`src/rtl/kbd_mouse_pacer.sv`:
```
// +------------------------------------------------------------------------------+
// | kbd_mouse_pacer: queues hid toggle events, merges same-axis mouse deltas and |
// | re-issues them on a toggle interface with a minimum spacing. Revision: 1.0   |
// +------------------------------------------------------------------------------+
`default_nettype none

module kbd_mouse_pacer #(
  parameter int DEPTH = 8,
  parameter int GAP   = 16
) (
  input  logic                     clk,
  input  logic                     reset,
  input  logic                     in_level,
  input  logic [1:0]               in_type,
  input  logic [7:0]               in_data,
  output logic                     out_level,
  output logic [1:0]               out_type,
  output logic [7:0]               out_data,
  output logic [$clog2(DEPTH):0]   fifo_count,
  output logic                     overflow,
  output logic [7:0]               drop_count,
  input  logic                     ovf_clr
);

  localparam int PTR_W = $clog2(DEPTH);
  localparam int CNT_W = PTR_W + 1;
  localparam int GAP_W = $clog2(GAP);

  localparam logic [0:0] ST_IDLE = 1'b0;
  localparam logic [0:0] ST_WAIT = 1'b1;

  logic [1:0]       mem_type_q [DEPTH];
  logic [7:0]       mem_data_q [DEPTH];

  logic             in_level_q;
  logic [PTR_W-1:0] wr_ptr_q, wr_ptr_d;
  logic [PTR_W-1:0] rd_ptr_q, rd_ptr_d;
  logic [CNT_W-1:0] count_q, count_d;
  logic [0:0]       state_q, state_d;
  logic [GAP_W-1:0] gap_cnt_q, gap_cnt_d;
  logic             out_level_q, out_level_d;
  logic [1:0]       out_type_q, out_type_d;
  logic [7:0]       out_data_q, out_data_d;
  logic             overflow_q, overflow_d;
  logic [7:0]       drop_count_q, drop_count_d;

  logic             evt;
  logic [PTR_W-1:0] tail_ptr;
  logic             do_coalesce;
  logic             do_push;
  logic             do_drop;
  logic             do_pop;
  logic [7:0]       merged_data;

  function automatic logic [7:0] sat_add8(input logic [7:0] a, input logic [7:0] b);
    logic [8:0] sum;
    sum = {a[7], a} + {b[7], b};
    if (sum[8] != sum[7]) begin
      sat_add8 = sum[8] ? 8'h80 : 8'h7F;
    end else begin
      sat_add8 = sum[7:0];
    end
  endfunction

  assign evt         = in_level ^ in_level_q;
  assign tail_ptr    = wr_ptr_q - PTR_W'(1);
  // With at least two entries queued the tail can never be the head being popped.
  assign do_coalesce = evt && !in_type[1] && (count_q >= CNT_W'(2)) &&
                       (mem_type_q[tail_ptr] == in_type);
  assign do_push     = evt && !do_coalesce && (count_q < CNT_W'(DEPTH));
  assign do_drop     = evt && !do_coalesce && (count_q >= CNT_W'(DEPTH));
  assign do_pop      = (state_q == ST_IDLE) && (count_q != '0);
  assign merged_data = sat_add8(mem_data_q[tail_ptr], in_data);

  always_comb begin
    wr_ptr_d     = wr_ptr_q;
    rd_ptr_d     = rd_ptr_q;
    count_d      = count_q;
    state_d      = state_q;
    gap_cnt_d    = gap_cnt_q;
    out_level_d  = out_level_q;
    out_type_d   = out_type_q;
    out_data_d   = out_data_q;
    overflow_d   = overflow_q;
    drop_count_d = drop_count_q;

    if (do_push) wr_ptr_d = wr_ptr_q + PTR_W'(1);
    if (do_pop)  rd_ptr_d = rd_ptr_q + PTR_W'(1);

    case ({do_push, do_pop})
      2'b10:   count_d = count_q + CNT_W'(1);
      2'b01:   count_d = count_q - CNT_W'(1);
      default: count_d = count_q;
    endcase

    // Counter loads GAP-2 so the next pop lands exactly GAP edges after this one.
    case (state_q)
      ST_IDLE: begin
        if (do_pop) begin
          state_d     = ST_WAIT;
          gap_cnt_d   = GAP_W'(GAP - 2);
          out_level_d = ~out_level_q;
          out_type_d  = mem_type_q[rd_ptr_q];
          out_data_d  = mem_data_q[rd_ptr_q];
        end
      end
      default: begin
        if (gap_cnt_q == '0) begin
          state_d = ST_IDLE;
        end else begin
          gap_cnt_d = gap_cnt_q - GAP_W'(1);
        end
      end
    endcase

    if (ovf_clr) begin
      overflow_d   = 1'b0;
      drop_count_d = 8'd0;
    end else if (do_drop) begin
      overflow_d = 1'b1;
      if (drop_count_q != 8'hFF) drop_count_d = drop_count_q + 8'd1;
    end
  end

  always_ff @(posedge clk) begin
    if (do_push) begin
      mem_type_q[wr_ptr_q] <= in_type;
      mem_data_q[wr_ptr_q] <= in_data;
    end else if (do_coalesce) begin
      mem_data_q[tail_ptr] <= merged_data;
    end
  end

  always_ff @(posedge clk or posedge reset) begin
    if (reset) begin
      in_level_q   <= 1'b0;
      wr_ptr_q     <= '0;
      rd_ptr_q     <= '0;
      count_q      <= '0;
      state_q      <= ST_IDLE;
      gap_cnt_q    <= '0;
      out_level_q  <= 1'b0;
      out_type_q   <= 2'd0;
      out_data_q   <= 8'd0;
      overflow_q   <= 1'b0;
      drop_count_q <= 8'd0;
    end else begin
      in_level_q   <= in_level;
      wr_ptr_q     <= wr_ptr_d;
      rd_ptr_q     <= rd_ptr_d;
      count_q      <= count_d;
      state_q      <= state_d;
      gap_cnt_q    <= gap_cnt_d;
      out_level_q  <= out_level_d;
      out_type_q   <= out_type_d;
      out_data_q   <= out_data_d;
      overflow_q   <= overflow_d;
      drop_count_q <= drop_count_d;
    end
  end

  assign out_level  = out_level_q;
  assign out_type   = out_type_q;
  assign out_data   = out_data_q;
  assign fifo_count = count_q;
  assign overflow   = overflow_q;
  assign drop_count = drop_count_q;

endmodule

`default_nettype wire
```
`config.mk`:
```
export PLATFORM = sky130hd
export DESIGN_NAME = kbd_mouse_pacer
export DESIGN_NICKNAME = d
export VERILOG_FILES = /design/src/rtl/kbd_mouse_pacer.sv
export SDC_FILE = /design/constraint.sdc
export NUM_CORES = 1
export LEC_CHECK = 0
export ABC_AREA = 1
export CAP_MARGIN = 20
export CORE_MARGIN = 3
export CORE_UTILIZATION = 45
export DETAILED_ROUTE_END_ITERATION = 16
export HOLD_SLACK_MARGIN = 0.03
export SYNTH_ARGS = -nofsm -noshare
export SYNTH_HDL_FRONTEND = slang
export SYNTH_SLANG_ARGS = --single-unit
```
`constraint.sdc`:
```
create_clock -name clk -period 8.2 [get_ports clk]
set_input_delay 1.64 -clock clk [delete_from_list [all_inputs] [get_ports clk]]
set_output_delay 1.64 -clock clk [all_outputs]
set_load 0.02 [all_outputs]
```
Word-level counts from Yosys, hierarchy flattened --
Memories as Yosys holds them, arrays and structs flattened. A register that Yosys moved wholly into a read port is not among the register bits. Cells that the tools add are included.
Operators by class: $add $sub $neg 8, order comparisons 3, equality and inequality tests 6, multiplexer cells 22, bitwise operators 3, reductions and logical operators 19
Operators with widths (count):
- 8-bit two-way mux | 6
- 4-bit two-way mux | 3
- 1-bit two-way mux | 11
- 8-bit by 8-bit adder with 9-bit output | 1
- 8-bit by 1-bit adder with 8-bit output (second input constant) | 1
- 8-bit != test (second input constant) | 1
- 4-bit case mux with 2 select lines | 1
- 2-bit nonzero test | 4
- 8-bit OR reduction | 1
- 4-bit by 1-bit subtractor with 4-bit output (second input constant) | 2
- 1-bit logical AND | 7
- 3-bit by 1-bit adder with 3-bit output (second input constant) | 2
- 2-bit AND reduction | 3
- 4-bit by 1-bit adder with 4-bit output (second input constant) | 1
- 4-bit by 2-bit greater-or-equal comparator with 1-bit output (second input constant) | 1
- 4-bit greater-or-equal comparator (second input constant) | 1
- 4-bit zero test | 1
- 4-bit < comparator (second input constant) | 1
- 4-bit nonzero test | 1
- 3-bit two-way mux | 1
- 3-bit by 1-bit subtractor with 3-bit output (second input constant) | 1
- 2-bit by 1-bit == test with 1-bit output (second input constant) | 1
- 2-bit == test | 1
- 2-bit == test (second input constant) | 1
- other kinds (5) | 7
Storage, ports and cells: register bits 26, bits in writable memories 80, input port bits 14, output and inout bits 24, logic and storage cells 72, memories 2
Memories:
- mem_data_q | words 8, width 8, rd ports 2, clocked after memory_dff 1, write ports 1, line 33 | logic [7:0] mem_data_q [DEPTH];
- mem_type_q | words 8, width 2, rd ports 2, clocked after memory_dff 1, write ports 1, line 32 | logic [1:0] mem_type_q [DEPTH];

Logic depth before layout (Yosys ltp) --
word-level depth 11, depth in mapped cells 23, depth with buffers taken out 20

Worst setup path before layout --
Ideal clock, no wire load.
path kind register to register, start register wr_ptr_q[0], end memory mem_data_q[0][0], data pin, setup time 0.319 ns, arrival 3.492 ns, data required time 7.881 ns, path slack 4.389 ns, stages on the path, launching flop included 19, buffers on the path 4, period minus slack after synthesis 3.811 ns, cells stage by stage dfrtp_1 inv_1 buf_2 buf_4 ha_1 clkbuf_1 buf_4 a21oi_1 o21ai_0 a31oi_1 ha_1 inv_1 fa_1 o21ai_0 nand2_1 nand3_1 nand2_1 a21oi_1 o21ai_0
Between the ends: longest elaborated chain between the ends 11, elaborated cells on any way between the ends 17, those cells by class 2 x add/sub; 2 x eq/ne; 6 x mux; 5 x reduce/logical; 2 x memory
RTL lines:
- start, declared | line 36 | logic [PTR_W-1:0] wr_ptr_q, wr_ptr_d;
- start signal, assigned | line 149 | wr_ptr_q <= wr_ptr_d;
- 3-bit by 1-bit subtractor with 3-bit output * | line 66 | assign tail_ptr = wr_ptr_q - PTR_W'(1);
- via tail_ptr[0] | line 48 | logic [PTR_W-1:0] tail_ptr;
- memory read 8 x 2 bit
- 2-bit == test | line 69 | (mem_type_q[tail_ptr] == in_type);
- 1-bit logical AND | line 68 | assign do_coalesce = evt && !in_type[1] && (count_q >= CNT_W'(2)) &&
- 1-bit zero test | line 70 | assign do_push = evt && !do_coalesce && (count_q < CNT_W'(DEPTH));
- 1-bit logical AND (2 in a row) | line 70
- 1-bit two-way mux | line 126 | if (do_push) begin
- 1-bit two-way mux (not written as such) | line 130 | mem_data_q[tail_ptr] <= merged_data;
- 8-bit OR reduction (no line)
- 8-bit two-way mux (no line) *
- end, declared | line 33
Mark *: on every way through the listed nets, which the timed path passes. The rest lies on a longest branch.

Worst setup path after layout --
start register wr_ptr_q[0], end memory mem_data_q[4][0], data pin
Between the ends: longest elaborated chain between the ends 11, elaborated cells on any way between the ends 17, those cells by class 2 x add/sub; 2 x eq/ne; 6 x mux; 5 x reduce/logical; 2 x memory
RTL lines (line):
- 3-bit by 1-bit subtractor with 3-bit output * | 66
- memory read 8 x 2 bit
- 2-bit == test | 69
- 1-bit logical AND | 68
- 1-bit zero test | 70
- 1-bit logical AND (2 in a row) | 70
- 1-bit two-way mux | 126
- 1-bit two-way mux (not written as such) | 130
- 8-bit OR reduction (no line)
- 8-bit two-way mux (no line) *
Every way passes the cells marked *; elsewhere a longest branch is shown, timed or not.

==> results <==
- Setup repair after global routing left no endpoint under its margin.
- The number of hold buffers added after CTS is 0.
- The placeable core area is 13450 um^2.
- The detailed placer's ending HPWL is 11090 um.
- In the final timing run, aggregate negative setup slack is 0 ns.
- The most common flop cell mapped by yosys is edfxtp_1.
- The layout has 1236 filler cells.
- The via count of the routed design is 5227.
- The clock slew seen by the registers of the worst setup and hold paths is ~0.06 ns.
- Entering global routing, the biggest net connects 52 pins.
- The initial standard-cell utilization of the core is 46.88%.
- The worst setup path category is reg -> reg.
- From left edge to right edge, the die measures 124.4 um.
- The total count of max-transition violations in the final report is 0.
- Yosys attributes the largest share of cell area to edfxtp_1 (38%), dfrtp_1 (14%), nand2_1 (7.7%), o21ai_0 (7.0%), a21oi_1 (5.2%).
- The count of flip-flops with a built-in enable after synthesis is 80.
- In this run the tool buffered the top-level ports with 37 buffer cells.
- The remaining number of nets flagged by the antenna check after routing is 0.
- The area share of the leading cell type in the synthesized netlist is between 30% and 40%.
- The worst setup path is captured at a register.
- The final hold violation count is 0.
- The number of detailed-routing iterations run before antenna repair is 5.
- The clock arrives with between 0.009 and 0.01 ns of skew.
- After synthesis the netlist holds a flip-flop and latch count of 116.
- The initial antenna violation count was 0.
- The vias per cell is approximately 5.6.
- After detailed routing, the number of remaining DRC violations is 0.
- The buffer count from post-CTS setup fixing is 0.
- During synthesis, Yosys emitted a total of 0 warnings.
- The worst-case IR drop observed on VDD is approximately 380 uV.
- The endpoint required time on the critical path is 8.27 ns.
- The path category of the worst min-delay check is reg -> reg.
- The nature of the critical path startpoint is a register.
- The cell count after synthesis came out at 713.
- The largest single stage delay on the critical path is 0.97 ns.
- The violation count after the first detailed-routing iteration is 423.
- The share of the clock period used by the worst path is between 60 and 70%.
- The share of post-route cells with drive strength above 1 is between 6 and 7%.
- The flow ran to the end, and the final reports show no timing, DRC or antenna violations.
- The fraction of registers with async set/reset is a little under a third.
- The CTS buffer count is 17.
- The maximum fanout along the worst path is 38.
- The I/O pin total is 38.
- For the worst-skew pair, the clock arrives at the later sink with an insertion delay of between 0.4 and 0.5 ns.
- The unique cell type count in the Yosys netlist is 36.
- The clock tree root driver cell is clkbuf_16.
- The multi-input gate area in the final layout is 2522 um^2.
- The post-route minimum period is 5.528 ns.
- The tree built by TritonCTS fans out to around 120 sinks.
- Summed over all layers, the routed wires come to 16720 um.
- The die covers 15470 um^2.
- The transition time of the tightest slew-check pin is 1.160 ns.
- The number of global-route vias before repair is 5049.
- The power density of the placed cells is 454.0 nW/um^2.
- The tool flagged a number of max-cap violations equal to 0.
- Sequential cells were found to cover 52.37% of the synthesized design area.
- The register area is about 3300 um^2.
- The antenna diode count is 0.
- The global-route wire length before repair is 26520 um.
- TritonCTS built the clock tree.
- In this run the tightest slew margin relative to its limit is ~22%.
- The floorplan has 42 rows.
- The routability congestion estimate is between 0.9 and 1.
- The critical path's top delay family is compound AO/OA/AOI/OAI gates.
- Once the clock tree was built, the resizer swapped 0 gates to a different size.
- The top achievable clock speed is 0.1809 GHz.
- The die is between 100 and 150 um tall.
- The clock passes through at most 2 buffers.
- The post-synthesis net count is approximately 750.
- In this run the number of H-tree levels came out at 4.
- The mean cell area of the mapped netlist is 8.846 um^2.
- The area growth from synthesis to layout is 16.88%.
- Global routing used 21.86% of the available tracks across all layers.
- The worst path buffer plus inverter count is 4.
- The cell type contributing the most total cell area after synthesis is edfxtp_1.
- The average wire per cell in the routed design is 17.94 um.
- The leakage power is 3.109 nW.
- After global routing the overflow that remains totals 0.
- The final core utilization is 54.80%.
- The critical path data arrival time is 5.59 ns.
- Walking the worst path, the cells encountered are inv_1 > buf_4 > ha_1 > inv_1 > a21oi_1 > o21ai_0 > nand2_1 > nor2_1 > a31oi_1 > ha_1 > inv_1 > fa_1 > o21ai_0 > nand2_1 > nand3_1 > nand2_1 > a21oi_1 > o21ai_0.
- The slowest stage of the critical path belongs to the cell ha_1.
- At the end of the flow, the number of nets in the layout was 775.
- Setup violations remaining at the end of the flow were counted as 0.
- In this run the cell area of the synthesized design comes to 6307 um^2.
==> path summary, 6_finish.rpt <==
| check | from | end | slack [ns] | cells after the start |
|---|---|---|---|---|
| worst max-delay path | wr_ptr_q[0] | mem_data_q[4][0] | 2.67 | 18 |
| worst min-delay path | state_q | gap_cnt_q[1] | 0.45 | 1 |
| worst min register to register | state_q | gap_cnt_q[1] | 0.45 | 1 |
| worst max register to register | wr_ptr_q[0] | mem_data_q[4][0] | 2.67 | 18 |
| min in group asynchronous | reset | wr_ptr_q[2] | 1.65 | 3 |
| max in group asynchronous | reset | state_q | 6.20 | 3 |
==> through the flow <==
stage | hold WS [ns] | setup slack [ns] | std cells | instance area [um^2] | total power, mW
4_1_cts | 0.4561 | 2.847 | 931 | 7361 | 3.327
3_3_place_gp | 0.4427 | 3.032 | 898 | 6769 | 2.575
6_report | 0.4528 | 2.672 | 932 | 7372 | 3.347
2_1_floorplan | 0.4264 | 4.389 | 713 | 6307 | 2.159
3_5_place_dp | 0.4547 | 2.859 | 899 | 6780 | 2.611
5_1_grt | 0.4762 | 2.320 | 932 | 7372 | 3.617
==> synth_stat cells, types with 2 or more instances <==
master    count
nor3_1        5
nand3_1      61
nand2_1     129
inv_1        79
buf_2         2
clkbuf_1     21
o211ai_1     14
dfrtp_1      36
xor2_1       14
buf_4         3
nor2_1       54
buf_1         4
a21oi_1      65
o21ai_0      88
ha_1         17
clkinv_1      2
a31oi_1      10
o21bai_1      2
o21ai_2       3
nand4_1       2
xnor2_1       5
edfxtp_1     80
buf_6         3
nand2_2       2
==> worst register-to-register path, stage by stage, from the launching register on <==
cell,delay [ns]
dfrtp_1,0.37
inv_1,0.05
buf_4,0.34
ha_1,0.98
inv_1,0.59
a21oi_1,0.28
o21ai_0,0.12
nand2_1,0.08
nor2_1,0.04
a31oi_1,0.18
ha_1,0.20
inv_1,0.06
fa_1,0.41
o21ai_0,0.30
nand2_1,0.12
nand3_1,0.10
nand2_1,0.10
a21oi_1,0.48
o21ai_0,0.37
==> metal layers <==
layer	vias up	part of all wire, %	global-route usage [%]
li1	2498	-	-
met1	2505	45	29.07
met2	188	46	34.64
met3	36	6.3	4.803
met4	0	2.5	9.155
met5	-	0	0
==> layout by cell type (no fill, tap or decap), types with 2 or more instances in the layout <==
cell             Yosys  layout
a21oi_1             65      65
clkdlybuf4s50_1      0      37
nor3_1               5       5
nor2_1              54      54
clkbuf_16            0      21
nand4_1              2       2
o21ai_2              3       3
a31oi_1             10      10
nand2_2              2       2
xnor2_1              5       5
nand2_1            129     129
edfxtp_1            80      80
o21ai_0             88      88
buf_4                3       6
o21bai_1             2       2
clkinv_1             2       2
o211ai_1            14      14
xor2_1              14      14
dfrtp_1             36      36
ha_1                17      17
clkbuf_1            21       4
inv_1               79      79
clkinv_2             0       5
buf_6                3       2
nand3_1             61      61
==> report_power, final <==
part	total, mW	internal [mW]	switching, mW	leakage [nW]
Sequential	0.903	0.807	0.0966	1.16
Combinational	1.73	0.568	1.16	1.66
Clock	0.713	0.456	0.257	0.292
Total	3.35	1.83	1.52	3.11
==> logic make-up after synthesis <==
kind of cell             synth area share (%)
buffers and inverters                   7.637
XOR/XNOR                                3.333
adder cells (fa/ha/maj)                 3.690
AO/OA/AOI/OAI                           15.79
AND/OR/NAND/NOR                         17.18
flip-flops                              52.37
==> layout make-up <==
cell class                 count  share of cell area (%)
clock inverter                 7                  0.5431
sequential                   116                   44.81
clock buffer                  25                   7.332
tap                          176                   2.987
inverter                      82                   4.175
timing repair buffer          45                   5.940
multi-input combinational    481                   34.22
==> sequential cells by signal, summed over array words and instances, names as in the netlist <==
register,flops
rd_ptr_q,3
mem_data_q,64
state_q,1
wr_ptr_q,3
in_level_q,1
mem_type_q,16
overflow,1
out_data,8
gap_cnt_q,4
out_type,2
fifo_count,4
drop_count,8
out_level,1
Note: power is estimated with default switching activity, not from simulation.
